File: config.mk
export PLATFORM = sky130hd
export DESIGN_NAME = digit_serial_adder_flat
export DESIGN_NICKNAME = d
export VERILOG_FILES = /design/src/rtl/digit_serial_adder_pkg.sv /design/src/rtl/digit_serial_adder_if.sv /design/src/rtl/digit_serial_adder_digit.sv /design/src/rtl/digit_serial_adder.sv /design/src/flat_wrapper.sv
export SDC_FILE = /design/constraint.sdc
export NUM_CORES = 1
export LEC_CHECK = 0
export CORE_MARGIN = 2
export CORE_UTILIZATION = 55
export CTS_CLUSTER_SIZE = 20
export DETAILED_ROUTE_END_ITERATION = 6
export PLACE_DENSITY = 0.87
export SETUP_SLACK_MARGIN = 0.05
export SLEW_MARGIN = 20
export SYNTH_ARGS = -nofsm -noshare
export SYNTH_HDL_FRONTEND = slang
export SYNTH_SLANG_ARGS = --single-unit
File: constraint.sdc
create_clock -name clk -period 8.1 [get_ports clk]
set_clock_uncertainty 0.1 [all_clocks]
set_input_delay 1.62 -clock clk [delete_from_list [all_inputs] [get_ports clk]]
set_output_delay 1.62 -clock clk [all_outputs]
set_load 0.05 [all_outputs]
File: src/rtl/digit_serial_adder_pkg.sv
`default_nettype none
// +----------------------------------------------------------------------+
// | digit_serial_adder_pkg : FSM state type and counter width helper      |
// | Rev 1.0                                                              |
// +----------------------------------------------------------------------+
package digit_serial_adder_pkg;

    typedef enum logic [1:0] {
        IDLE = 2'd0,
        RUN  = 2'd1,
        DONE = 2'd2
    } dsa_state_t;

    // Width of a counter spanning 0..k-1, never narrower than one bit.
    function automatic int dsa_cnt_width(input int k);
        return (k <= 1) ? 1 : $clog2(k);
    endfunction

endpackage
`default_nettype wire

File: src/rtl/digit_serial_adder_if.sv
`default_nettype none
// +----------------------------------------------------------------------+
// | digit_serial_adder_if : start/busy/done operand and result bundle     |
// | Optional sub port under DIGIT_SERIAL_ADDER_SUB_EN.  Rev 1.0           |
// +----------------------------------------------------------------------+
interface digit_serial_adder_if #(
    parameter int N = 16
);
    logic         start;
    logic [N-1:0] a;
    logic [N-1:0] b;
    logic         cin;
`ifdef DIGIT_SERIAL_ADDER_SUB_EN
    logic         sub;
`endif
    logic         busy;
    logic         done;
    logic [N-1:0] sum;
    logic         cout;
    logic         ovf;

`ifdef DIGIT_SERIAL_ADDER_SUB_EN
    modport master (output start, a, b, cin, sub, input busy, done, sum, cout, ovf);
    modport slave  (input start, a, b, cin, sub, output busy, done, sum, cout, ovf);
`else
    modport master (output start, a, b, cin, input busy, done, sum, cout, ovf);
    modport slave  (input start, a, b, cin, output busy, done, sum, cout, ovf);
`endif

endinterface
`default_nettype wire

File: src/rtl/digit_serial_adder_digit.sv
`default_nettype none
// +----------------------------------------------------------------------+
// | dsa_digit_adder : combinational W-bit full-adder ripple               |
// | Rev 1.0                                                              |
// +----------------------------------------------------------------------+
module dsa_digit_adder #(
    parameter int W = 4
) (
    input  logic [W-1:0] x,
    input  logic [W-1:0] y,
    input  logic         ci,
    output logic [W-1:0] s,
    output logic         co
);
    logic [W:0] w_c;

    assign w_c[0] = ci;

    for (genvar i = 0; i < W; i++) begin : g_fa
        assign s[i]     = x[i] ^ y[i] ^ w_c[i];
        assign w_c[i+1] = (x[i] & y[i]) | (w_c[i] & (x[i] ^ y[i]));
    end

    assign co = w_c[W];

endmodule
`default_nettype wire

File: src/rtl/digit_serial_adder.sv
`default_nettype none
// +----------------------------------------------------------------------+
// | digit_serial_adder : N-bit add, one W-bit digit per clock, LSD first  |
// | DIGIT_SERIAL_ADDER_SUB_EN adds a - b mode.  Rev 1.0                   |
// +----------------------------------------------------------------------+
module digit_serial_adder
    import digit_serial_adder_pkg::*;
#(
    parameter int N = 16,
    parameter int W = 4
) (
    input  logic                 clk,
    input  logic                 rst,
    digit_serial_adder_if.slave  bus
);
    localparam int K    = N / W;
    localparam int c_cw = dsa_cnt_width(K);
    localparam logic [c_cw-1:0] c_last = c_cw'(K - 1);

    if ((W < 1) || (W > N) || ((N % W) != 0)) begin : g_param_err
        $error("digit_serial_adder: N (%0d) must be a multiple of W (%0d), 1 <= W <= N", N, W);
    end

    dsa_state_t      r_state;
    dsa_state_t      w_state_next;
    logic [c_cw-1:0] r_cnt;
    logic [N-1:0]    r_a;
    logic [N-1:0]    r_b;
    logic [N-1:0]    r_res;
    logic [N-1:0]    r_sum;
    logic            r_carry;
    logic            r_a_msb;
    logic            r_b_msb;
    logic            r_cout;
    logic            r_ovf;

    logic            w_accept;
    logic            w_last;
    logic [N-1:0]    w_b_eff;
    logic            w_c0;
    logic [W-1:0]    w_digit;
    logic            w_co;
    logic [N+W-1:0]  w_res_cat;
    logic [N-1:0]    w_res_next;

`ifdef DIGIT_SERIAL_ADDER_SUB_EN
    // Subtraction is a + ~b + 1, so the inverted operand feeds the same ripple.
    assign w_b_eff = bus.sub ? ~bus.b : bus.b;
    assign w_c0    = bus.sub ? 1'b1 : bus.cin;
`else
    assign w_b_eff = bus.b;
    assign w_c0    = bus.cin;
`endif

    assign w_accept = bus.start && (r_state != RUN);
    assign w_last   = (r_cnt == c_last);

    dsa_digit_adder #(
        .W (W)
    ) u_digit (
        .x  (r_a[W-1:0]),
        .y  (r_b[W-1:0]),
        .ci (r_carry),
        .s  (w_digit),
        .co (w_co)
    );

    // New digit enters at the MSB side; after K shifts the result is aligned.
    assign w_res_cat  = {w_digit, r_res};
    assign w_res_next = w_res_cat[N+W-1:W];

    always_ff @(posedge clk) begin
        if (rst) begin
            r_state <= IDLE;
        end else begin
            r_state <= w_state_next;
        end
    end

    always_comb begin
        w_state_next = r_state;
        case (r_state)
            IDLE:    if (bus.start) w_state_next = RUN;
            RUN:     if (w_last)    w_state_next = DONE;
            DONE:    w_state_next = bus.start ? RUN : IDLE;
            default: w_state_next = IDLE;
        endcase
    end

    always_comb begin
        bus.busy = 1'b0;
        bus.done = 1'b0;
        case (r_state)
            RUN:     bus.busy = 1'b1;
            DONE:    bus.done = 1'b1;
            default: ;
        endcase
    end

    always_ff @(posedge clk) begin
        if (rst) begin
            r_cnt   <= '0;
            r_a     <= '0;
            r_b     <= '0;
            r_res   <= '0;
            r_sum   <= '0;
            r_carry <= 1'b0;
            r_a_msb <= 1'b0;
            r_b_msb <= 1'b0;
            r_cout  <= 1'b0;
            r_ovf   <= 1'b0;
        end else if (w_accept) begin
            r_cnt   <= '0;
            r_a     <= bus.a;
            r_b     <= w_b_eff;
            r_res   <= '0;
            r_carry <= w_c0;
            r_a_msb <= bus.a[N-1];
            r_b_msb <= w_b_eff[N-1];
        end else if (r_state == RUN) begin
            r_cnt   <= r_cnt + c_cw'(1);
            r_a     <= r_a >> W;
            r_b     <= r_b >> W;
            r_res   <= w_res_next;
            r_carry <= w_co;
            if (w_last) begin
                r_sum  <= w_res_next;
                r_cout <= w_co;
                r_ovf  <= (r_a_msb == r_b_msb) && (w_digit[W-1] != r_a_msb);
            end
        end
    end

    assign bus.sum  = r_sum;
    assign bus.cout = r_cout;
    assign bus.ovf  = r_ovf;

endmodule
`default_nettype wire

File: src/flat_wrapper.sv
// flat-port wrapper written by rule: the top's interface ports become plain ports
module digit_serial_adder_flat import digit_serial_adder_pkg::*;
#(
    parameter int N = 16,
    parameter int W = 4
)
  (clk, rst, bus_start, bus_a, bus_b, bus_cin, bus_busy, bus_done, bus_sum, bus_cout, bus_ovf);
  digit_serial_adder_if #(.N(N)) bus_i ();
  input  logic clk;
  input  logic rst;
  input wire logic [$bits(bus_i.start)-1:0] bus_start;
  input wire logic [$bits(bus_i.a)-1:0] bus_a;
  input wire logic [$bits(bus_i.b)-1:0] bus_b;
  input wire logic [$bits(bus_i.cin)-1:0] bus_cin;
  output wire logic [$bits(bus_i.busy)-1:0] bus_busy;
  output wire logic [$bits(bus_i.done)-1:0] bus_done;
  output wire logic [$bits(bus_i.sum)-1:0] bus_sum;
  output wire logic [$bits(bus_i.cout)-1:0] bus_cout;
  output wire logic [$bits(bus_i.ovf)-1:0] bus_ovf;
  assign bus_i.start = bus_start;
  assign bus_i.a = bus_a;
  assign bus_i.b = bus_b;
  assign bus_i.cin = bus_cin;
  assign bus_busy = bus_i.busy;
  assign bus_done = bus_i.done;
  assign bus_sum = bus_i.sum;
  assign bus_cout = bus_i.cout;
  assign bus_ovf = bus_i.ovf;
  digit_serial_adder #(.N(N), .W(W)) u_core (.clk(clk), .rst(rst), .bus(bus_i));
endmodule
==> metrics <==
GRT met2 Usage 36.8%; Core Box Area 4820 um2; delay-heaviest family, CP buffers and inverters; gr busiest metal met2; clock latency on the worst-skew pair 0.33 ns; Synth Area per Inst 9.26 um2; ANT nets after route 0; Fillers 392; M1 GR Usage 24.4%; critical path cell sequence nand2b_2 -> inv_1 -> clkdlybuf4s50_1; first-pass GRT wire length 9.11 mm; post-synth top area share 49.2%; CTS root buffer clkbuf_8; Setup crit start kind flip-flop; max cap viols 0; FF+latch count, synth 69; Tcrit/Tclk final 48.1%; CP arrival 2.18 ns; FF/Latch Area around 1400 um2; per-cell routed wire length 12.9 um; worst slew pin tran 1.02 ns; cts bufs inserted 9; Detailed Route Iter0 Violations ~130; count of different cell masters after synthesis 25; area grow syn2layout 23.9%; CP peak stage delay 0.91 ns; status complete, no violations; GRT overflow 0; Crit Path Class flip-flop to output pin; Buf+Inv Stages, Crit Path 2; final-report hold violation count 0; Worst Slack Setup Final 4.20 ns; f_max about 260 MHz; layout cells sized above 1 5.11%; Post-CTS Setup Bufs 0; RePlAce Congestion between 0.7 and 0.8; Crit. End Element output pin; Slew headroom 31.9%; first-pass detailed-route iteration total 5; initial core utilization 58.3%; Synth area leaders dfxtp_1 49%, mux2i_1 11%, a211oi_1 8.3%; Die W 75.4 um; CTS tree built; DRT Wirelength 5.39 mm; slowest cell on the critical path clkdlybuf4s50_1; unrepaired setup endpoints after global routing false; pin count of the biggest net entering global routing 65; Min-Delay Path Class flip-flop to flip-flop; ANT cells 0; PortBufs 55; Non-Filler Cell Area, Final between 3000 and 4000 um2; all-layer global routing usage around a fifth; final number of max-transition violations 0; post-synthesis cell count 303; cts hold-fix bufs 0; mapped cell area 2810 um2; worst-case clock buffer depth 2; WHS ~0.35 ns; vias post-DR approximately 2200; DP Area 3290 um2; initial antenna violation count 0; Worst EP required 6.38 ns; Worst IR Drop VDD 0.194 mV; post-cts sizing count 0; Post-route DRC 0; cell taking the most area after synthesis dfxtp_1; crit-path max FO 21; CTS sink cnt 69; area of the multi-input gates 1240 um2; GRT met3 Usage 4.50%; Pwr Density 205 nW/um2; final setup vio count 0; Die Y roughly 75 um; Ys Warns 0; pre-CTS setup slack 4.56 ns; Sum Neg Setup Slack 0 ns; Site Rows 25; Mapped Nets around 340; vias in the first global route 2114; LEAKAGE 1.34 nW; commonest non-fill, non-tap cell in the layout dfxtp_1; most frequent cells in the layout 69 x dfxtp_1, 53 x clkdlybuf4s50_1, 50 x nand2_1; H-tree depth 3; Seq/Total Area, Yosys 49.2%; Ports 56; vias per inst 5.24; min Tclk post-route 3.90 ns; Clk pin slew, worst setup/hold paths 0.07 ns; DP HPWL 3.58 mm; nets 388; Die Area 5690 um2
## path summary, 6_finish.rpt
kind	startpoint	endpoint	slack [ns]	cells after the start
setup / recovery	u_core.r_state[1]	bus_busy	4.20	3
hold / removal	u_core.bus.sum[5]	u_core.bus.sum[5]	0.35	2
setup reg to reg	u_core.r_b[0]	u_core.bus.ovf	5.41	9
hold reg to reg	u_core.bus.sum[5]	u_core.bus.sum[5]	0.35	2
## flip-flops by register name (all words and copies together) (netlist names)
register         flops
u_core.r_carry       1
u_core.r_b          16
u_core.r_res        12
u_core.bus.ovf       1
u_core.r_a          16
u_core.r_state       2
u_core.bus.sum      16
u_core.r_cnt         2
u_core.bus.cout      1
u_core.r_b_msb       1
u_core.r_a_msb       1
## per-stage QoR
| stage | util [%] | total power, mW | cells |
|---|---|---|---|
| 2_1_floorplan | - | 0.433 | 303 |
| 3_3_place_gp | 68.2 | 0.456 | 403 |
| 3_5_place_dp | 68.2 | 0.459 | 403 |
| 4_1_cts | 72.2 | 0.718 | 419 |
| 5_1_grt | 72.2 | 0.742 | 419 |
| 6_report | 72.2 | 0.714 | 419 |
## worst register-to-register path, cell delays in order (launching register included)
cell and delay (ns):
dfxtp_1 0.35, fa_1 0.39, inv_1 0.07, fa_1 0.16
inv_1 0.05, fa_1 0.36, inv_1 0.08, fa_1 0.47
or3_1 0.33, a311oi_1 0.25
## final cells by class
cell class	instances	area share [%]
Inverter	9	0.972
Tap cell	67	2.41
Clock buffer	16	5.47
Sequential cell	69	39.7
Multi-Input combinational cell	202	35.6
Timing Repair Buffer	56	15.8
## cell families (layout without fill, tap and decap cells)
logic type	count (synthesis)	in the layout	synth area share, %
compound gates	63	63	14.6
xor+xnor	1	1	0.312
flops	69	69	49.2
fa+ha+maj	5	5	3.30
simple gates	101	101	14.4
mux	32	32	11.4
buf+inv	32	81	6.73
## synthesized netlist by cell type, drive strengths merged
cell type,number
a21o,1
o22a,1
dfxtp,69
xnor2,1
a211oi,31
o21ai,2
ha,1
fa,4
nand2b,2
nand3b,1
nand3,3
buf,19
nor2,41
nor2b,2
mux2i,32
and3b,1
a311oi,1
or3,1
clkbuf,4
a21oi,27
inv,9
nand2,50
## per-layer routing
metal	up-vias	share of wire (%)
met4	0	1.7
met3	7	3.8
met5	-	0
met1	1016	43
met2	54	51
li1	1119	-
## where the power goes
group	total (mW)	switching (mW)	internal, mW
Combinational	0.0842	0.0434	0.0408
Clock	0.262	0.117	0.145
Sequential	0.368	0.0109	0.357
Total	0.714	0.171	0.543
No activity file was read; power rests on OpenSTA's default activity.
